## config.mk

```make
export PLATFORM = sky130hd
export DESIGN_NAME = vga_pixel_pipe
export DESIGN_NICKNAME = d
export VERILOG_FILES = /design/src/rtl/vga_pixel_pipe.sv
export SDC_FILE = /design/constraint.sdc
export NUM_CORES = 1
export LEC_CHECK = 0
export BUFFER_PORTS_ARGS = -buffer_cell sky130_fd_sc_hd__buf_2
export CAP_MARGIN = 0
export CELL_PAD_IN_SITES_DETAIL_PLACEMENT = 2
export CELL_PAD_IN_SITES_GLOBAL_PLACEMENT = 2
export CORE_MARGIN = 2
export CORE_UTILIZATION = 31
export DETAILED_ROUTE_END_ITERATION = 10
export PLACE_DENSITY = 0.77
export REMOVE_ABC_BUFFERS = 1
export SLEW_MARGIN = 20
export SYNTH_ARGS = -nofsm -noshare
export SYNTH_HDL_FRONTEND = slang
export SYNTH_SLANG_ARGS = --single-unit
```

## constraint.sdc

```tcl
create_clock -name clk -period 2.3 [get_ports clk]
set_input_delay 0.345 -clock clk [delete_from_list [all_inputs] [get_ports clk]]
set_output_delay 0.345 -clock clk [all_outputs]
set_load 0.05 [all_outputs]
```

## src/rtl/vga_pixel_pipe.sv

```systemverilog
// vga_pixel_pipe: parametrised VGA timing generator and registered pixel output stage.
// Produces the pixel-clock enable, pixel coordinates and sync timing from one system clock,
// delay-matches sync/blank to a PIPE-tick graphics generator and drives blanked RGB.
// Optional feature: define VGA_FRAME_CNT_EN to add the 16-bit frame_cnt output and counter.
module vga_pixel_pipe #(
  parameter int unsigned H_DISP   = 640,
  parameter int unsigned H_FP     = 16,
  parameter int unsigned H_SYNC   = 96,
  parameter int unsigned H_BP     = 48,
  parameter int unsigned V_DISP   = 480,
  parameter int unsigned V_FP     = 10,
  parameter int unsigned V_SYNC   = 2,
  parameter int unsigned V_BP     = 33,
  parameter int unsigned SYNC_POL = 0,
  parameter int unsigned DIV      = 2,
  parameter int unsigned PIPE     = 0,
  parameter int unsigned RGB_W    = 3,
  parameter int unsigned CW       = 10
) (
  input  logic             clk,
  input  logic             reset,
  input  logic [RGB_W-1:0] rgb_in,
  output logic [CW-1:0]    pixel_x,
  output logic [CW-1:0]    pixel_y,
  output logic             video_on,
  output logic             p_tick,
  output logic             frame_start,
  output logic             hsync,
  output logic             vsync,
`ifdef VGA_FRAME_CNT_EN
  output logic [15:0]      frame_cnt,
`endif
  output logic [RGB_W-1:0] rgb
);

  localparam int unsigned HTotal = H_DISP + H_FP + H_SYNC + H_BP;
  localparam int unsigned VTotal = V_DISP + V_FP + V_SYNC + V_BP;

  localparam logic [CW-1:0] HLast    = CW'(HTotal - 1);
  localparam logic [CW-1:0] VLast    = CW'(VTotal - 1);
  localparam logic [CW-1:0] HDispEnd = CW'(H_DISP);
  localparam logic [CW-1:0] VDispEnd = CW'(V_DISP);
  localparam logic [CW-1:0] HsStart  = CW'(H_DISP + H_FP);
  localparam logic [CW-1:0] HsEnd    = CW'(H_DISP + H_FP + H_SYNC - 1);
  localparam logic [CW-1:0] VsStart  = CW'(V_DISP + V_FP);
  localparam logic [CW-1:0] VsEnd    = CW'(V_DISP + V_FP + V_SYNC - 1);
  localparam logic [3:0]    DivLast  = 4'(DIV - 1);
  localparam logic          SyncAct  = (SYNC_POL != 0);

  // A zero-depth pipe still needs a legal array; it is bypassed below.
  localparam int unsigned PipeDepth = (PIPE == 0) ? 1 : PIPE;

  logic [3:0]    div_q, div_d;
  logic [CW-1:0] h_q, h_d;
  logic [CW-1:0] v_q, v_d;
  logic          h_last, v_last;
  logic          h_act, v_act;

  // Per-stage bundle: {h_act, v_act, video_on}.
  logic [2:0]    pipe_q [PipeDepth];
  logic [2:0]    raw_ctl, dly_ctl;

  logic [RGB_W-1:0] rgb_q;
  logic             hsync_q, vsync_q;

  // Pixel-clock divider next state.
  always_comb begin
    div_d = div_q + 4'd1;
    if (div_q == DivLast) div_d = '0;
  end

  // Divider register.
  always_ff @(posedge clk) begin
    if (reset) div_q <= '0;
    else       div_q <= div_d;
  end

  assign p_tick = (div_q == DivLast) && !reset;

  assign h_last = (h_q == HLast);
  assign v_last = (v_q == VLast);

  // Horizontal/vertical counter next state; both wrap together at end of frame.
  always_comb begin
    h_d = h_q;
    v_d = v_q;
    if (p_tick) begin
      if (h_last) begin
        h_d = '0;
        v_d = v_last ? '0 : v_q + 1'b1;
      end else begin
        h_d = h_q + 1'b1;
      end
    end
  end

  // Coordinate counter registers.
  always_ff @(posedge clk) begin
    if (reset) begin
      h_q <= '0;
      v_q <= '0;
    end else begin
      h_q <= h_d;
      v_q <= v_d;
    end
  end

  assign pixel_x     = h_q;
  assign pixel_y     = v_q;
  assign frame_start = p_tick && h_last && v_last;

  assign h_act    = (h_q >= HsStart) && (h_q <= HsEnd);
  assign v_act    = (v_q >= VsStart) && (v_q <= VsEnd);
  assign video_on = (h_q < HDispEnd) && (v_q < VDispEnd);
  assign raw_ctl  = {h_act, v_act, video_on};

  // Alignment shift register matching the graphics generator latency.
  always_ff @(posedge clk) begin
    if (reset) begin
      for (int i = 0; i < int'(PipeDepth); i++) pipe_q[i] <= 3'b000;
    end else if (p_tick) begin
      pipe_q[0] <= raw_ctl;
      for (int i = 1; i < int'(PipeDepth); i++) pipe_q[i] <= pipe_q[i-1];
    end
  end

  assign dly_ctl = (PIPE == 0) ? raw_ctl : pipe_q[PipeDepth-1];

  // Output register: blanked colour and sync at the configured active level.
  always_ff @(posedge clk) begin
    if (reset) begin
      rgb_q   <= '0;
      hsync_q <= ~SyncAct;
      vsync_q <= ~SyncAct;
    end else if (p_tick) begin
      rgb_q   <= dly_ctl[0] ? rgb_in : '0;
      hsync_q <= ~(dly_ctl[2] ^ SyncAct);
      vsync_q <= ~(dly_ctl[1] ^ SyncAct);
    end
  end

  assign rgb   = rgb_q;
  assign hsync = hsync_q;
  assign vsync = vsync_q;

`ifdef VGA_FRAME_CNT_EN
  logic [15:0] frame_cnt_q;

  // Free-running frame counter for animation timing; wraps naturally.
  always_ff @(posedge clk) begin
    if (reset)            frame_cnt_q <= '0;
    else if (frame_start) frame_cnt_q <= frame_cnt_q + 16'd1;
  end

  assign frame_cnt = frame_cnt_q;
`endif

endmodule

```

==> impl_metrics.csv <==
group,metric,value,unit
outcome,status,"finished, final reports clean",
cts,ctsHoldBuffers,0,
critical_path,cp.required,1.96,ns
critical_path,crit_slowest_cell,"dfxtp_1",
final_layout,seq_area,581.8,µm²
route,drcViolationCount,0,
final_layout,nets,215,
floorplan,chipWidth,71.45,µm
critical_path,ff2ff_setup_slack,0.35,ns
route,dr.pass1.iters,3,
final_layout,postLayoutCoreUtil,40.72,%
timing,hold_ws,0.2652,ns
final_layout,multi_input_comb_area,787.0,µm²
timing,skew,0.01010,ns
cts,numCtsBuffers,5,
global_route,antenna_found_initial,0,
cts,cts_sinks,29,
global_route,grt_pass1_wl,7596,µm
critical_path,end_kind,"primary output",
synth,synthDistinctLibCells,32,
timing,fin_crit_sh,95.46,%
timing,setup_viol,0,
floorplan,start_util,32.39,%
power,p_leak,0.7410,nW
global_route,grt_usage,19.32,%
cts,cts_tree,"done",
timing,grt_setup_unrepaired,"false",
synth,synth_edf_count,0,
cts,cts-root-buf,"clkbuf_8",
synth,synth_compound_area_share,14.46,%
floorplan,die_h,71.45,µm
final_layout,fin_area,0.001773,mm²
final_layout,area_growth,25.73,%
cts,cts.clk_slew.worst_paths,0.07,ns
power,irDropWorstVdd,0.2851,mV
synth,synth-async-reset-ratio,0,%
synth,synth_xor_area_share,5.590,%
min_path,hp-class,"in -> reg",
cts,clk_latency,0.30,ns
timing,hold_viol,0,
route,routedWlPerCell,18.09,µm
place,gp_congestion,0.7933,
floorplan,ios,33,
critical_path,critPathTopFamily,"simple AND/OR/NAND/NOR gates",
floorplan,rows,24,
synth,synth.avg_cell_area,8.704,µm²
power,power_density,671.3,mW/mm²
run,drv_cap,0,
floorplan,core,0.004354,mm²
synth,synth.ff_latch_count,29,
synth,syn-instance-count,162,
critical_path,start_kind,"flip-flop",
synth,ys_seq_area_share,41.17,%
critical_path,critPathMaxFanout,20,
timing,max_freq,455.5,MHz
synth,synth_flop_cell,"dfxtp_1",
cts,clockBufferDepth,2,
timing,slew_headroom,60.35,%
synth,ys.warnings.count,0,
cts,htreeDepth,2,
critical_path,crit_chain,"ha_1 > and3_2 > nand4_2 > buf_4 > nor2_1 > buf_6",
floorplan,dieArea,0.005104,mm²
timing,period_needed,2.196,ns
synth,synthAdderAreaFrac,6.211,%
place,numPortBuffers,32,
synth,synth_mux_area_share,0,%
synth,synth_top_family_by_area,"simple AND/OR/NAND/NOR gates",
global_route,overflow,0,
global_route,grt_max_degree,21,
route,viasPerCell,5.520,
timing,slew_violations,0,
route,drt_wl_total,4630,µm
route,vias,1413,
synth,syn_area,0.001410,mm²
route,drtIter0Drc,32,
critical_path,path_class,"reg -> out",
synth,yosys.area_share.simple,29.46,%
critical_path,cp.arrival,1.85,ns
critical_path,cp_slowest_stage_delay,0.41,ns
critical_path,worst-path-buf-inv,2,
final_layout,antenna_cells,0,
route,ant_nets,0,
final_layout,n_fill_cell,498,
place,place_area,0.001648,mm²
final_layout,drive_gt1_share,25.00,%
timing,worst_pin_slew,0.5894,ns
place,hpwl,3243,µm
global_route,grt_pass1_vias,1530,
[cells by family after synthesis]
logic type / Yosys count
fa+ha+maj: 7
simple gates: 74
buf+inv: 11
flops: 29
xor+xnor: 9
compound gates: 32
[routing by layer]
metal / track usage (%) / vias to the layer above / part of all wire [%]
met5: 0 / - / 0
met4: 6.709 / 0 / 1.6
met3: 5.204 / 8 / 4.0
met2: 34.57 / 28 / 52
met1: 22.09 / 705 / 42
li1: - / 672 / -
[sequential cells by signal (all words and copies together), names as in the netlist]
name,flops
vsync,1
hsync,1
pixel_y,10
rgb,3
div_q,4
pixel_x,10
[cells in the mapped netlist (3+ instances only)]
master   instances  area share, %
and3_1           4            1.8
a22o_1           3            1.9
inv_1            7            1.9
a21oi_1         11            3.9
dfxtp_1         29             41
xor2_1           7            4.3
nor2_1          19            5.1
nand4_1          7            3.1
o21ai_0         10            3.5
o31ai_1          3            1.6
nor3_1           3            1.1
or3_1            7            3.1
nand3_1          7            2.5
nand2_1         14            3.7
ha_1             7            6.2
[worst paths after layout]
path / startpoint / to / cells after the start
max: pixel_x[0] / frame_start / 6
min reg2reg: rgb[0] / rgb[0] / 1
min: rgb_in[2] / rgb[2] / 2
max reg2reg: pixel_x[0] / pixel_y[8] / 6
[placed cells by master (no fill, tap or decap), types with 3 or more instances in the layout]
master	count
buf_2	31
dfxtp_1	28
nor2_1	19
nand2_1	14
a21oi_1	11
o21ai_0	10
inv_1	7
nand4_1	7
nand3_1	7
xor2_1	7
or3_1	7
ha_1	7
clkbuf_8	7
buf_4	6
nor3_1	3
a22o_1	3
o31ai_1	3
and3_1	3
[repair_timing]
| action | 4_1_cts | 5_1_grt |
|---|---|---|
| setup buffers | 0 | 2 |
| pin swaps | 0 | 1 |
| resized for setup | 1 | 3 |
| setup endpoints to repair | 1 | 1 |
[area by class of cell]
cell class	count	share of cell area (%)
Multi-Input combinational cell	122	44.39
Clock buffer	7	5.434
Sequential cell	29	32.82
Clock inverter	1	0.2823
Timing Repair Buffer	38	11.93
Tap cell	52	3.670
Inverter	7	1.482
[worst register-to-register path, stage by stage, from the launching register on]
cell	delay [ns]
dfxtp_1	0.41
ha_1	0.22
and3_2	0.25
nand4_2	0.11
buf_4	0.21
or4_1	0.51
a21oi_1	0.16
[power by group]
part / internal [mW] / switching, mW / total (mW)
sequential: 0.522 / 0.0185 / 0.541
clock: 0.270 / 0.217 / 0.487
combinational: 0.0461 / 0.116 / 0.162
[per-stage QoR]
step           setup TNS [ns]  setup slack [ns]  total power [mW]  instances
3_5_place_dp                0            0.3259            0.7141        246
6_report                    0            0.1045             1.190        256
2_1_floorplan          -2.096           -0.6139            0.6604        158
5_1_grt                     0           0.01508             1.229        256
4_1_cts                     0           0.04178             1.198        254
3_3_place_gp                0            0.4429            0.7014        246
Note: power is estimated with default switching activity, not from simulation.
